### src/rtl/sprite_compositor.sv
// Single-sprite pixel source for the VGA timing generator: turns look-ahead coordinates into an RGB222
// pixel one cycle later, with colour-key transparency and tear-free position updates at vertical blanking.
module sprite_compositor #(
    parameter int          SPR_W     = 32,
    parameter int          SPR_H     = 32,
    parameter int          H_ACTIVE  = 800,
    parameter int          V_ACTIVE  = 600,
    parameter logic [5:0]  BG_COLOR  = 6'b000110,
    parameter logic [5:0]  KEY_COLOR = 6'b110011
) (
    input  logic                              clk,
    input  logic                              rst,
    input  logic                              en,
    input  logic [10:0]                       nextH,
    input  logic [9:0]                        nextV,
    input  logic                              nextActive,
    output logic [5:0]                        pixel,
    input  logic [10:0]                       pos_x,
    input  logic [9:0]                        pos_y,
    input  logic                              pos_valid,
    output logic                              pos_ready,
    output logic [$clog2(SPR_W*SPR_H)-1:0]    spr_addr,
    input  logic [5:0]                        spr_data,
    output logic                              frame_tick
);

    localparam int CW = $clog2(SPR_W);
    localparam int RW = $clog2(SPR_H);

    logic [10:0]   act_x_q, act_x_d;
    logic [9:0]    act_y_q, act_y_d;
    logic [10:0]   shd_x_q, shd_x_d;
    logic [9:0]    shd_y_q, shd_y_d;
    logic          pend_q, pend_d;
    logic          in_spr_q, in_spr_d;
    logic          vis_q, vis_d;
    logic          tick_q, tick_d;

    logic          apply_s;
    logic          accept_s;
    logic          in_spr_s;
    logic [11:0]   x_end_s;
    logic [10:0]   y_end_s;
    logic [CW-1:0] dh_s;
    logic [RW-1:0] dv_s;

    // Extended-width sprite extents so a sprite at the screen edge cannot wrap the compare.
    assign x_end_s  = {1'b0, act_x_q} + 12'(SPR_W);
    assign y_end_s  = {1'b0, act_y_q} + 11'(SPR_H);
    assign in_spr_s = nextActive
                    & (nextH >= act_x_q) & ({1'b0, nextH} < x_end_s)
                    & (nextV >= act_y_q) & ({1'b0, nextV} < y_end_s);

    // Only the low bits of the offsets address the ROM, so the subtraction is done at that width.
    assign dh_s     = nextH[CW-1:0] - act_x_q[CW-1:0];
    assign dv_s     = nextV[RW-1:0] - act_y_q[RW-1:0];
    assign spr_addr = {dv_s, dh_s};

    assign apply_s    = en & (nextH == 11'd0) & (nextV == 10'(V_ACTIVE));
    assign accept_s   = pos_valid & ~pend_q;
    assign pos_ready  = ~pend_q;
    assign frame_tick = tick_q;

    // Next-state: shadow capture, blanking-time apply, and per-pixel flags.
    always_comb begin
        act_x_d  = act_x_q;
        act_y_d  = act_y_q;
        shd_x_d  = shd_x_q;
        shd_y_d  = shd_y_q;
        pend_d   = pend_q;
        in_spr_d = in_spr_q;
        vis_d    = vis_q;
        tick_d   = 1'b0;
        if (apply_s && pend_q) begin
            act_x_d = shd_x_q;
            act_y_d = shd_y_q;
            pend_d  = 1'b0;
            tick_d  = 1'b1;
        end else if (accept_s) begin
            shd_x_d = pos_x;
            shd_y_d = pos_y;
            pend_d  = 1'b1;
        end else begin
            pend_d  = pend_q;
        end
        if (en) begin
            in_spr_d = in_spr_s;
            vis_d    = nextActive;
        end else begin
            in_spr_d = in_spr_q;
            vis_d    = vis_q;
        end
    end

    // State register with synchronous active-low reset parking the sprite off-screen.
    always_ff @(posedge clk) begin
        if (!rst) begin
            act_x_q  <= 11'(H_ACTIVE);
            act_y_q  <= 10'(V_ACTIVE);
            shd_x_q  <= 11'd0;
            shd_y_q  <= 10'd0;
            pend_q   <= 1'b0;
            in_spr_q <= 1'b0;
            vis_q    <= 1'b0;
            tick_q   <= 1'b0;
        end else begin
            act_x_q  <= act_x_d;
            act_y_q  <= act_y_d;
            shd_x_q  <= shd_x_d;
            shd_y_q  <= shd_y_d;
            pend_q   <= pend_d;
            in_spr_q <= in_spr_d;
            vis_q    <= vis_d;
            tick_q   <= tick_d;
        end
    end

    // Output mux; spr_data arrives this cycle from the ROM read issued last cycle.
    always_comb begin
        pixel = 6'd0;
        if (!vis_q) begin
            pixel = 6'd0;
        end else if (in_spr_q && (spr_data != KEY_COLOR)) begin
            pixel = spr_data;
        end else begin
            pixel = BG_COLOR;
        end
    end

endmodule

### config.mk
export PLATFORM = sky130hd
export DESIGN_NAME = sprite_compositor
export DESIGN_NICKNAME = d
export VERILOG_FILES = /design/src/rtl/sprite_compositor.sv
export SDC_FILE = /design/constraint.sdc
export NUM_CORES = 1
export LEC_CHECK = 0
export ABC_AREA = 1
export CORE_MARGIN = 8
export CORE_UTILIZATION = 54
export CTS_CLUSTER_DIAMETER = 80
export DETAILED_ROUTE_END_ITERATION = 6
export PLACE_DENSITY = 0.86
export SYNTH_ARGS = -nofsm -noshare
export SYNTH_HDL_FRONTEND = slang
export SYNTH_SLANG_ARGS = --single-unit
### constraint.sdc
create_clock -name clk -period 2.35 [get_ports clk]
set_input_delay 0.47 -clock clk [delete_from_list [all_inputs] [get_ports clk]]
set_output_delay 0.47 -clock clk [all_outputs]
set_load 0.01 [all_outputs]
==> results.yml <==
floorplan:
  initial_utilization_pct: 56.5
  ios: 71
  fp-row-count: 26
  dieHeight_um: 89.6
  die_w_um: 89.6
  die-area_sq_mm: 0.00803
  core_sq_mm: 0.00517
timing:
  skew_ns: 0.00402
  finalHoldViolations: 0
  tightest_slew_ns: 0.616
  final_max_slew_viol_count: 0
  period_share_pct: 97.6
  finalSetupTns_ns: 0
  finalSetupViolCount: 0
  slew_headroom_pct: 58.9
  max_freq_ghz: 0.436
  hold_ws_ns: 0.460
  layout_min_cycle_time_ns: 2.29
power_and_ir_drop:
  vdd_drop_max_mv: 0.536
  power_density_mw_per_mm2: 411
  p_leak_nw: 1.94
yosys:
  ys_seq_area_share_pct: 31.5
  yosys.area_share.simple_pct: 26.1
  yosysUniqueCellTypes: 26
  synth_top_family_by_area: "simple AND/OR/NAND/NOR gates"
  synth_cells: 412
  synth-xor-area-share_pct: 3.59
  synthMuxAreaShare_pct: 0
  yosysTopAreaCellShare_pct: 31.5
  synth_nets: 501
  synth_adder_area_share_pct: 15.9
  ys_ff_latch: 46
  synth.area.top_cells: "dfxtp_1, ha_1, nand2_1"
  synth_compound_area_share_pct: 12.5
  syn_area_sq_mm: 0.00292
  yosys.area.top_type: "dfxtp_1"
  yosys_warnings: 0
  avgSynthCellArea_sq_um: 7.10
layout:
  design_area_sq_mm: 0.00405
  drive_gt1_share_pct: 15.0
  antenna_cells: 0
  layout_commonest_cell: "nand2_1"
  area_growth_pct: 38.6
  final_util_pct: 78.3
  nNetsFinal: 603
  mostFrequentLayoutCells: "nand2_1, nor2_1, inv_1"
setup_path:
  cp.arrival_ns: 1.82
  r2r_slack_ns: 0.53
  critPathKind: "in2out"
  cp-end-kind: "output port"
  worstPathCellList: "clkdlybuf4s50_1 -> ha_4 -> a21oi_2 -> nand2_2 -> xor2_1 -> buf_2"
  critPathBufInv: 2
  path_max_fanout: 3
  slowest_delay_ns: 0.54
  worst_ep_required_time_ns: 1.88
  cp-start-kind: "primary input"
  crit_slowest_cell: "clkdlybuf4s50_1"
  critPathTopFamily: "buffers and inverters"
place:
  place_hpwl_um: 6250
  gp_congestion: 0.870
  io_buffers: 70
  place_area_sq_mm: 0.00391
clock_network:
  cts.sinks: 46
  clock_latency_ns: 0.29
  cts-root-buf: "clkbuf_8"
  cts_max_path_buffers: 2
  cts_max_level: 2
  cts_made_buffers: 5
  cts_tree: "yes"
  cts.clk_slew.worst_paths_ns: 0.08
drt:
  wl_per_cell_um: 13.2
  drc: 0
  ant_nets: 0
  drt_iter0_drc: 102
  viasPerCell: 5.09
  dr.pass1.iters: 5
  postRouteWirelength_um: 7740
  vias: 2980
outcome:
  status: "finished clean"
global_route:
  grt_pass1_wl_um: 12400
  grt_overflow: 0
  grt_use_total_pct: 19.5
  antenna_found_initial: 0
  grt_max_degree: 22
  grt_pass1_vias: 2795
min_path:
  hold_class: "reg2reg"
job:
  drv_cap: 0
==> worst register-to-register path, delay by kind of cell (launching register included) <==
kind / cells / cell delay [ns]
flops: 1 / 0.40
xor+xnor: 1 / 0.14
buf+inv: 1 / 0.05
simple gates: 6 / 0.43
compound gates: 2 / 0.25
fa+ha+maj: 2 / 0.49
==> Yosys cell counts (all sizes together) <==
master and instances:
a21o 1, clkbuf 6, ha 34, fa 2, nand3b 2, o21ai 38, xnor2 4, nor4 5
o22ai 7, o21bai 1, or2 1, nand2 73, buf 3, xor2 8, dfxtp 46, nor2 67
nand4 9, a21oi 15, nor3 6, o21a 2, nand3 16, inv 66
==> cell type report <==
type                            instances  area, sq um
Clock buffer                            7         86.3
Clock inverter                          1         5.00
Fill cell                             377         1120
Inverter                               66          248
Multi-Input combinational cell        291         1780
Sequential cell                        46          921
Tap cell                               70         87.6
Timing Repair Buffer                  104          923
==> kinds of logic (layout without fill, tap and decap cells) <==
| family | count (synthesis) | after routing |
|---|---|---|
| flops | 46 | 46 |
| xor+xnor | 12 | 12 |
| fa+ha+maj | 36 | 36 |
| buf+inv | 75 | 178 |
| simple gates | 179 | 179 |
| compound gates | 64 | 64 |
==> metal layers <==
metal	part of all wire [%]	vias up	GRT usage (%)	wire, um
li1	-	1535	-	-
met1	45	1335	25.2	3490
met2	46	100	31.8	3520
met3	7.8	10	3.28	602
met4	1.6	0	6.50	120
met5	0	-	0	0
==> worst paths after layout <==
check	end	cells past startpoint	startpoint
worst max-delay path	spr_addr[4]	6	nextH[3]
worst min register to register	act_y_q[0]	2	shd_y_q[0]
worst min-delay path	act_y_q[0]	2	shd_y_q[0]
worst max register to register	in_spr_q	12	act_x_q[5]
==> power breakdown <==
part	switching (W)	internal [W]	total, W
Sequential	0.0000168	0.000809	0.000826
Clock	0.000244	0.000237	0.000482
Combinational	0.000169	0.000188	0.000358
Total	0.000431	0.00123	0.00167
==> sequential cells by signal, indices dropped and copies added, names as in the netlist <==
signal / count
pend_q: 1
shd_x_q: 11
vis_q: 1
shd_y_q: 10
frame_tick: 1
act_x_q: 11
act_y_q: 10
in_spr_q: 1
==> metrics by stage <==
stage               cells  setup WS, ns  total power, W
global placement      575        -0.648         0.00119
floorplan             412         0.316        0.000990
CTS                   585        0.0104         0.00166
global route          585       -0.0220         0.00175
detailed placement    575        -0.699         0.00120
finish                585        0.0565         0.00167
==> timing repair <==
item | 4_1_cts | 5_1_grt
buffers inserted | 2 | 0
pin swaps | 6 | 4
setup endpoints to repair | 16 | 9
hold buffers | 0 | 0
gates resized for setup | 52 | 13
(Power assumes the default switching activity.)
